**config.mk**
```make
export PLATFORM = sky130hd
export DESIGN_NAME = memory_write_controller_flat
export DESIGN_NICKNAME = d
export VERILOG_FILES = /design/src/rtl/memory_write_controller_pkg.sv /design/src/rtl/memory_write_controller_if.sv /design/src/rtl/memory_write_controller_addr_gen.sv /design/src/rtl/memory_write_controller.sv /design/src/flat_wrapper.sv
export SDC_FILE = /design/constraint.sdc
export NUM_CORES = 1
export LEC_CHECK = 0
export CORE_MARGIN = 2
export CORE_UTILIZATION = 43
export DETAILED_ROUTE_END_ITERATION = 6
export HOLD_SLACK_MARGIN = 0.08
export MAX_ROUTING_LAYER = met4
export PLACE_DENSITY = 0.77
export SYNTH_ARGS = -nofsm -noshare
export SYNTH_HDL_FRONTEND = slang
export SYNTH_SLANG_ARGS = --single-unit
```
**constraint.sdc**
```tcl
create_clock -name CLK -period 2.79 [get_ports CLK]
set_clock_uncertainty 0.05 [all_clocks]
set_input_delay 0.558 -clock CLK [delete_from_list [all_inputs] [get_ports CLK]]
set_output_delay 0.558 -clock CLK [all_outputs]
set_load 0.005 [all_outputs]
```
**src/rtl/memory_write_controller_pkg.sv**
```systemverilog
// Shared definitions for the matrix memory read/write controllers:
// word geometry, Ctrl bit meaning, the transfer state enum and a word picker.
package mem_ctrl_pkg;

  localparam int WORD_W  = 16;
  localparam int N_WORDS = 3;
  localparam int HALF_W  = 16;

  // Ctrl bit positions.
  localparam int CTRL_MULTI = 0;  // 0: single word, 1: three-word burst
  localparam int CTRL_VERT  = 1;  // burst direction: 0 col+1, 1 row+1

  // Full Ctrl encodings.
  localparam logic [1:0] CTRL_SINGLE = 2'b00;
  localparam logic [1:0] CTRL_HORIZ  = 2'b01;
  localparam logic [1:0] CTRL_VERTIC = 2'b11;

  typedef enum logic [2:0] {
    IDLE,
    WR0,
    WR1,
    WR2,
    DONE
  } state_e;

  // Word k of a packed multi-word bus; word 0 sits in the low bits.
  function automatic logic [WORD_W-1:0] get_word(
    input logic [WORD_W*N_WORDS-1:0] data,
    input logic [1:0]                k
  );
    return data[k*WORD_W +: WORD_W];
  endfunction

endpackage

```
**src/rtl/memory_write_controller_if.sv**
```systemverilog
// Request/response and memory-port signals between the MEM stage and the
// write controller. The MEM stage is the master, the controller the slave.
interface memory_write_controller_if;
  import mem_ctrl_pkg::*;

  logic                        ENABLE;
  logic [1:0]                  Ctrl;
  logic [2*HALF_W-1:0]         ADDRESS;
  logic [WORD_W*N_WORDS-1:0]   WRITE;
  logic [2*HALF_W-1:0]         AddressMem;
  logic [WORD_W-1:0]           WriteMem;
  logic                        WE;
  logic                        HANDSHAKE;

  modport master (
    output ENABLE, Ctrl, ADDRESS, WRITE,
    input  AddressMem, WriteMem, WE, HANDSHAKE
  );

  modport slave (
    input  ENABLE, Ctrl, ADDRESS, WRITE,
    output AddressMem, WriteMem, WE, HANDSHAKE
  );

endinterface

```
**src/rtl/memory_write_controller_addr_gen.sv**
```systemverilog
// Address of word k of a transfer: adds k to either the row or the column
// field. Each field wraps on its own, so there is never a carry between them.
module memory_addr_gen
  import mem_ctrl_pkg::*;
(
  input  logic [2*HALF_W-1:0] base,
  input  logic [1:0]          k,
  input  logic                vert,
  output logic [2*HALF_W-1:0] addr
);

  logic [HALF_W-1:0] row;
  logic [HALF_W-1:0] col;
  logic [HALF_W-1:0] step;

  // Split, bump the selected field modulo 2^HALF_W, reassemble.
  always_comb begin
    row  = base[2*HALF_W-1:HALF_W];
    col  = base[HALF_W-1:0];
    step = HALF_W'(k);
    if (vert) addr = {row + step, col};
    else      addr = {row, col + step};
  end

endmodule

```
**src/rtl/memory_write_controller.sv**
```systemverilog
// Matrix memory write controller: latches a request, writes one word or a
// three-word row/column burst (advancing only on CLK_MEM ticks), then holds
// HANDSHAKE until the request is withdrawn. Outputs depend only on the
// registered state and latched request, never on the live request inputs.
module memory_write_controller
  import mem_ctrl_pkg::*;
(
  input  logic                      CLK,
  input  logic                      RESET,
  input  logic                      CLK_MEM,
  memory_write_controller_if.slave  bus
);

  state_e                      state_q;
  state_e                      state_d;
  logic [2*HALF_W-1:0]         base_q;
  logic [1:0]                  ctrl_q;
  logic [WORD_W*N_WORDS-1:0]   data_q;
  logic [1:0]                  word_idx;
  logic [2*HALF_W-1:0]         gen_addr;
  logic                        latch_en;

  assign latch_en = (state_q == IDLE) && CLK_MEM && bus.ENABLE;

  // State register and request latch.
  // NOTE: the latch registers are reset too, so the outputs never show stale
  // data from a transfer interrupted by RESET.
  always_ff @(posedge CLK or posedge RESET) begin
    if (RESET) begin
      state_q <= IDLE;
      base_q  <= '0;
      ctrl_q  <= '0;
      data_q  <= '0;
    end else begin
      // NOTE: non-blocking so every register samples pre-edge values.
      state_q <= state_d;
      if (latch_en) begin
        base_q <= bus.ADDRESS;
        ctrl_q <= bus.Ctrl;
        data_q <= bus.WRITE;
      end
    end
  end

  // Next state: a withdrawn request aborts at once; otherwise advance on ticks.
  always_comb begin
    // NOTE: default first so no path through this block infers a latch.
    state_d = state_q;
    if (!bus.ENABLE) begin
      state_d = IDLE;
    end else if (CLK_MEM) begin
      unique case (state_q)
        IDLE:    state_d = WR0;
        WR0:     state_d = ctrl_q[CTRL_MULTI] ? WR1 : DONE;
        WR1:     state_d = WR2;
        WR2:     state_d = DONE;
        DONE:    state_d = DONE;
        default: state_d = IDLE;
      endcase
    end
  end

  memory_addr_gen u_addr_gen (
    .base (base_q),
    .k    (word_idx),
    .vert (ctrl_q[CTRL_VERT]),
    .addr (gen_addr)
  );

  // Output decode from the registered state and latched request.
  always_comb begin
    word_idx       = 2'd0;
    bus.AddressMem = '0;
    bus.WriteMem   = '0;
    bus.WE         = 1'b0;
    bus.HANDSHAKE  = 1'b0;
    unique case (state_q)
      WR0, WR1, WR2: begin
        word_idx       = (state_q == WR0) ? 2'd0 : (state_q == WR1) ? 2'd1 : 2'd2;
        bus.AddressMem = gen_addr;
        bus.WriteMem   = get_word(data_q, word_idx);
        bus.WE         = 1'b1;
      end
      DONE:    bus.HANDSHAKE = 1'b1;
      default: ;
    endcase
  end

endmodule

```
**src/flat_wrapper.sv**
```systemverilog
// flat-port wrapper written by rule: the top's interface ports become plain ports
module memory_write_controller_flat import mem_ctrl_pkg::*;
  (CLK, RESET, CLK_MEM, bus_ENABLE, bus_Ctrl, bus_ADDRESS, bus_WRITE, bus_AddressMem, bus_WriteMem, bus_WE, bus_HANDSHAKE);
  memory_write_controller_if bus_i ();
  input  logic CLK;
  input  logic RESET;
  input  logic CLK_MEM;
  input wire logic [$bits(bus_i.ENABLE)-1:0] bus_ENABLE;
  input wire logic [$bits(bus_i.Ctrl)-1:0] bus_Ctrl;
  input wire logic [$bits(bus_i.ADDRESS)-1:0] bus_ADDRESS;
  input wire logic [$bits(bus_i.WRITE)-1:0] bus_WRITE;
  output wire logic [$bits(bus_i.AddressMem)-1:0] bus_AddressMem;
  output wire logic [$bits(bus_i.WriteMem)-1:0] bus_WriteMem;
  output wire logic [$bits(bus_i.WE)-1:0] bus_WE;
  output wire logic [$bits(bus_i.HANDSHAKE)-1:0] bus_HANDSHAKE;
  assign bus_i.ENABLE = bus_ENABLE;
  assign bus_i.Ctrl = bus_Ctrl;
  assign bus_i.ADDRESS = bus_ADDRESS;
  assign bus_i.WRITE = bus_WRITE;
  assign bus_AddressMem = bus_i.AddressMem;
  assign bus_WriteMem = bus_i.WriteMem;
  assign bus_WE = bus_i.WE;
  assign bus_HANDSHAKE = bus_i.HANDSHAKE;
  memory_write_controller u_core (.CLK(CLK), .RESET(RESET), .CLK_MEM(CLK_MEM), .bus(bus_i));
endmodule
```
==> impl_metrics.yaml, run 1 <==
final_layout:
  finalNonFillerCells: 713
  multiInputGateArea_um2: 2590
  num_antenna_cells: 0
  fin_util: 0.661
  drive_gt1_frac: 0.409
  nets: 662
  seqCellArea_um2: 2130
  area_growth_pct: 48.7
  fillers: 794
worst_setup_path:
  endpoint_kind: "output pin"
  start_kind: "register"
  cp_max_fo: 5
  cp.required_ns: 2.18
  rrSetupSlack_ns: 0.77
  r2r-start: "u_core.state_q[0]"
  r2r_cells: 6
  crit_type: "register to output pin"
  worst-endpoint-arrival_ns: 2.41
  timing.rr.end: "u_core.data_q[34]"
route:
  drtIter0Drc: 172
  postRouteWirelength_um: 12500
  wl_per_cell_um: 17.5
  drc_errors: 0
  drt_pass1_iterations: 4
  drt.antenna.violating_nets: 0
  routed_via_density: 5.43
  vias: 3875
floorplanning:
  ioPinCount: 136
  die_w_um: 108
  die_y_um: 108
  dieArea_um2: 11600
  coreArea_um2: 10400
  rows: 37
  initial_utilization: 0.444
global_routing:
  grt_max_degree: 86
  grt_pass1_wl_um: 19700
  grt-ovfl-total: 0
  grt_pass1_vias: 4131
  grt_usage: 0.224
  antenna_found_initial: 0
cts:
  ctsHoldBuffers: 0
  cts_root_buf: "clkbuf_8"
  numClockSinks: 85
  clk_latency_ns: 0.35
  cts_tree: "yes"
  clk_pin_slew_ns: 0.08
  cts_buffers: 9
  cts_buffer_depth: 2
  htreeDepth: 3
min_path:
  hold_path_class: "register to register"
  min_path_cells: 1
  hp-start: "u_core.data_q[41]"
  holdPathEnd: "u_core.data_q[41]"
placement:
  gp_congestion: 0.860
  hpwl_um: 8300
  port_buffers: 135
  dp.cells: 680
yosys:
  synth-edff-count: 0
  ys_types: 41
  syn_avg_cell_area_um2: 11.5
  synth_ff_type: "dfrtp_1"
  synth_top_cell_by_area: "dfrtp_1"
  synth_top_cell_area_share: 0.462
  yosys_warnings: 0
  ys_ff_latch: 85
  synth.yosys.seq_area_share: 0.462
  synth_area_um2: 4610
  ys_async_sr_fraction: 1.00
  syn_inst: 402
  synth_area_leaders: "dfrtp_1 46%, mux2_2 24%, nor2_1 2.9%"
  synth_nets: 492
timing:
  fin_ws_ns: -0.232
  period_share: 1.08
  worstMarginPinSlew_ns: 0.454
  final-hold-violation-count: 0
  slew_headroom: 0.697
  layout_min_cycle_time_ns: 3.02
  finalSetupViolCount: 17
  rsz0062_at_grt: "true"
  finalMaxSlewViolations: 0
  max_freq_mhz: 331
outcome:
  status: "complete, but fails checks"
  violations: "negative setup slack"
power_and_ir_drop:
  leakage_nw: 2.91
  power_density_nw_per_um2: 566
  peakVddDrop_uv: 404
flow_run:
  cap_violations: 0
[per-layer routing]
metal  routed length (um)  GRT usage
met3                  907     0.0636
met1                 5120      0.258
met2                 6270      0.384
met5                    0          -
met4                  156     0.0659
[cells by family (layout without fill, tap and decap cells)]
kind of cell | Yosys count | in the layout | share of synthesized area
buf+inv | 32 | 207 | 0.0339
flops | 85 | 85 | 0.462
compound gates | 63 | 63 | 0.0920
xor+xnor | 15 | 15 | 0.0285
fa+ha+maj | 4 | 4 | 0.0109
mux | 103 | 103 | 0.250
simple gates | 100 | 100 | 0.123
[cells in the mapped netlist (all sizes together) (5+ instances only)]
library cell / number
nand3: 6
nand4b: 7
xnor2: 7
nand2: 14
mux2i: 5
or4: 6
clkbuf: 12
buf: 16
o211ai: 5
xor2: 8
a22oi: 16
o21ai: 10
a21oi: 12
o31ai: 7
dfrtp: 85
nor2: 35
mux2: 98
or3: 8
[placed cells by master, fill, tap and decap left out, drive strengths merged, types with 4 or more instances in the layout]
cell type / count
xor2: 8
o211ai: 5
and4: 4
or4: 6
clkdlybuf4s50: 93
mux2i: 5
buf: 76
xnor2: 7
o21ai: 10
nand2: 14
nand4b: 7
a21oi: 12
a22oi: 16
o31ai: 7
dlygate4sd2: 13
o2111ai: 4
clkbuf: 17
mux2: 98
or3: 8
dfrtp: 85
ha: 4
nand3: 6
nor2: 35
[sequential cells by signal (all words and copies together), names as in the netlist]
name,cells
u_core.state_q,3
u_core.ctrl_q,2
u_core.data_q,48
u_core.base_q,32
[worst max path at each step]
stage / start / end / slack [ns]
finish: u_core.state_q[0] / bus_AddressMem[15] / -0.23
global route: u_core.state_q[0] / bus_AddressMem[15] / -0.38
CTS: u_core.state_q[2] / bus_AddressMem[9] / -0.25
detailed placement: u_core.state_q[0] / bus_AddressMem[9] / -0.25
global placement: u_core.state_q[0] / bus_AddressMem[15] / -0.18
floorplan: u_core.state_q[2] / bus_AddressMem[13] / 0.02
[what timing repair did]
item,4_1_cts,5_1_grt
gates resized for setup,158,38
setup buffers,25,7
endpoints found under the setup margin,46,41
pin swaps,39,29
gates cloned,0,1
[where the power goes]
part           switching, mW  internal (mW)
clock network          0.434          0.533
registers              0.234           1.52
logic                  0.466          0.688
total                   1.13           2.74
[metrics by stage]
| stage | TNS (ns) | area [um2] | setup slack [ns] | power [mW] | hold WS [ns] |
|---|---|---|---|---|---|
| after floorplan | 0 | 4620 | 0.0170 | 2.35 | 0.424 |
| final | -1.98 | 6850 | -0.232 | 3.88 | 0.455 |
| after CTS | -2.45 | 6700 | -0.251 | 3.85 | 0.460 |
| after global routing | -6.17 | 6850 | -0.381 | 4.10 | 0.477 |
| after global placement | -1.47 | 6310 | -0.176 | 2.83 | 0.432 |
| after detailed placement | -2.30 | 6310 | -0.247 | 2.89 | 0.441 |
[cell type report]
type / count / area share
sequential: 85 / 0.310
multi-input combinational: 285 / 0.378
tap: 136 / 0.0248
inverter: 4 / 0.00274
timing repair buffer: 187 / 0.252
clock buffer: 13 / 0.0217
clock inverter: 3 / 0.0100
[critical path, stage by stage, from the launching register on]
cell and delay (ns):
dfrtp_1 0.42, nor3b_2 0.24, ha_2 0.24, buf_6 0.11, nand2_2 0.06, and3_4 0.22
or4_4 0.51, a21oi_2 0.13, buf_2 0.12
(Power assumes the default switching activity.)
==> run 2: changes to the inputs <==
--- a/config.mk
+++ b/config.mk
@@ -11,6 +11,7 @@
 export HOLD_SLACK_MARGIN = 0.08
 export MAX_ROUTING_LAYER = met4
 export PLACE_DENSITY = 0.77
+export SLEW_MARGIN = 20
 export SYNTH_ARGS = -nofsm -noshare
 export SYNTH_HDL_FRONTEND = slang
 export SYNTH_SLANG_ARGS = --single-unit
==> results of run 2 <==
No change in the layout: final DEF, timing and power equal those of run 1.
==> run 3: changes to the inputs <==
--- a/config.mk
+++ b/config.mk
@@ -8,8 +8,8 @@
 export CORE_MARGIN = 2
 export CORE_UTILIZATION = 43
 export DETAILED_ROUTE_END_ITERATION = 6
+export GPL_TIMING_DRIVEN = 1
 export HOLD_SLACK_MARGIN = 0.08
-export MAX_ROUTING_LAYER = met4
 export PLACE_DENSITY = 0.77
 export SLEW_MARGIN = 20
 export SYNTH_ARGS = -nofsm -noshare
==> run 3 against run 2 <==
  * The flow still finishes with violations (negative setup slack)
  * Core utilization is the same
  * Sequential cell count is the same
  * Worst hold slack lost 0.0020 ns
  * Clock power grew 0.4%
  * Design area is the same
  * Critical path depth grew 2
  * Maximum frequency grew 0.11%
  * Register-to-register slack is essentially flat
  * First-iteration DRC count grew 5.2%
  * Largest power group unchanged
==> impl_metrics.yaml, run 3 (synthesis gave the netlist of run 1 again) <==
outcome:
  status: "complete, but fails checks"
  violations: "negative setup slack"
final_layout:
  area_growth_pct: 48.7
  final_cell_mix: "98 x mux2_2, 93 x clkdlybuf4s50_1, 85 x dfrtp_1"
  final_common_cell: "mux2_2"
  seqCellArea_um2: 2130
  largest_reg_flops: 48
  top_register: "u_core.data_q"
  drive_gt1_frac: 0.409
  fillers: 794
  reg_top3: "u_core.data_q: 48 flops, u_core.base_q: 32 flops, u_core.state_q: 3 flops"
  multiInputGateArea_um2: 2590
  postLayoutCellArea_um2: 6850
  num_antenna_cells: 0
  nets: 662
cts:
  cts_tree: "yes"
  cts_buffers: 9
  htreeDepth: 3
  cts_root_buf: "clkbuf_8"
  clk_pin_slew_ns: 0.08
  cts_buffer_depth: 2
  numClockSinks: 85
  ctsHoldBuffers: 0
  clk_latency_ns: 0.35
placement:
  port_buffers: 135
  gp_congestion: 0.847
  place_area_um2: 6310
  hpwl_um: 8300
floorplanning:
  die_w_um: 108
  ioPinCount: 136
  dieArea_um2: 11600
  initial_utilization: 0.444
  coreArea_um2: 10400
  die_y_um: 108
  rows: 37
route:
  routed_via_density: 5.44
  vias: 3880
  drc_errors: 0
  drt.antenna.violating_nets: 0
  drt_pass1_iterations: 5
  wl_per_cell_um: 17.4
  drtIter0Drc: 181
  postRouteWirelength_um: 12400
global_routing:
  grt_max_degree: 86
  grt_usage: 0.218
  grt_pass1_wl_um: 19700
  grt-ovfl-total: 0
  antenna_found_initial: 0
  grt_pass1_vias: 4128
timing:
  fin_ws_ns: -0.229
  rsz0062_at_grt: "true"
  period_share: 1.08
  slew_headroom: 0.684
  finalMaxSlewViolations: 0
  finalSetupViolCount: 17
  worstMarginPinSlew_ns: 0.474
  layout_min_cycle_time_ns: 3.02
  tns_ns: -1.92
  final-hold-violation-count: 0
  max_freq_mhz: 331
worst_setup_path:
  worst-endpoint-arrival_ns: 2.41
  crit_path_end: "bus_AddressMem[12]"
  cp_max_fo: 4
  startpoint: "u_core.state_q[2]"
  timing.rr.end: "u_core.data_q[34]"
  r2r-start: "u_core.state_q[0]"
  rrSetupSlack_ns: 0.78
  start_kind: "register"
  cp.required_ns: 2.18
  endpoint_kind: "output pin"
  crit_type: "register to output pin"
  r2r_cells: 6
power_and_ir_drop:
  power_density_nw_per_um2: 566
  leakage_nw: 2.91
  peakVddDrop_uv: 406
flow_run:
  cap_violations: 0
min_path:
  hold_path_class: "register to register"
## run 3: power breakdown
group / total, mW / leakage (nW) / switching [mW] / internal [mW]
combinational: 1.15 / 1.80 / 0.464 / 0.688
clock: 0.971 / 0.108 / 0.438 / 0.532
sequential: 1.76 / 1.00 / 0.235 / 1.52
## run 3: area by class of cell
class | count | share of cell area
sequential | 85 | 0.310
timing repair buffer | 187 | 0.252
multi-input combinational | 285 | 0.378
tap | 136 | 0.0248
clock buffer | 13 | 0.0217
inverter | 4 | 0.00274
clock inverter | 3 | 0.0100
## run 3: metal layers
layer / track usage / wire length, um / vias up
li1: - / - / 1813
met1: 0.251 / 4890 / 1904
met2: 0.382 / 6380 / 151
met3: 0.0751 / 992 / 12
met4: 0.0659 / 149 / 0
met5: 0 / 0 / -
## run 3: worst min-delay path by stage
stage,to,startpoint,cells past startpoint,slack [ns]
2_1_floorplan,u_core.data_q[32],u_core.data_q[32],1,0.42
3_3_place_gp,u_core.data_q[43],u_core.data_q[43],1,0.43
3_5_place_dp,u_core.data_q[41],u_core.data_q[41],1,0.44
4_1_cts,u_core.data_q[41],u_core.data_q[41],1,0.46
5_1_grt,u_core.data_q[1],u_core.data_q[1],1,0.48
6_report,u_core.data_q[41],u_core.data_q[41],1,0.45
## run 3: what timing repair did
action,4_1_cts,5_1_grt
cloned,0,1
setup buffers,25,7
resized for setup,158,38
endpoints found under the setup margin,46,41
pin swaps,39,29
## run 3: critical path, stage by stage (launching register included)
cell	delay, ns
dfrtp_1	0.41
buf_4	0.16
nor2b_4	0.13
nand2_4	0.09
xnor2_2	0.14
ha_2	0.20
o211ai_1	0.15
buf_4	0.18
or3_4	0.36
a21oi_2	0.13
buf_2	0.12
## run 3: through the flow
step	hold WS (ns)	utilization	std cells	setup WS [ns]	total power, mW
6_report	0.453	0.661	713	-0.229	3.88
5_1_grt	0.477	0.661	713	-0.381	4.10
2_1_floorplan	0.424	-	402	0.0170	2.35
3_3_place_gp	0.432	0.609	680	-0.176	2.83
4_1_cts	0.460	0.646	707	-0.251	3.85
3_5_place_dp	0.441	0.609	680	-0.247	2.89
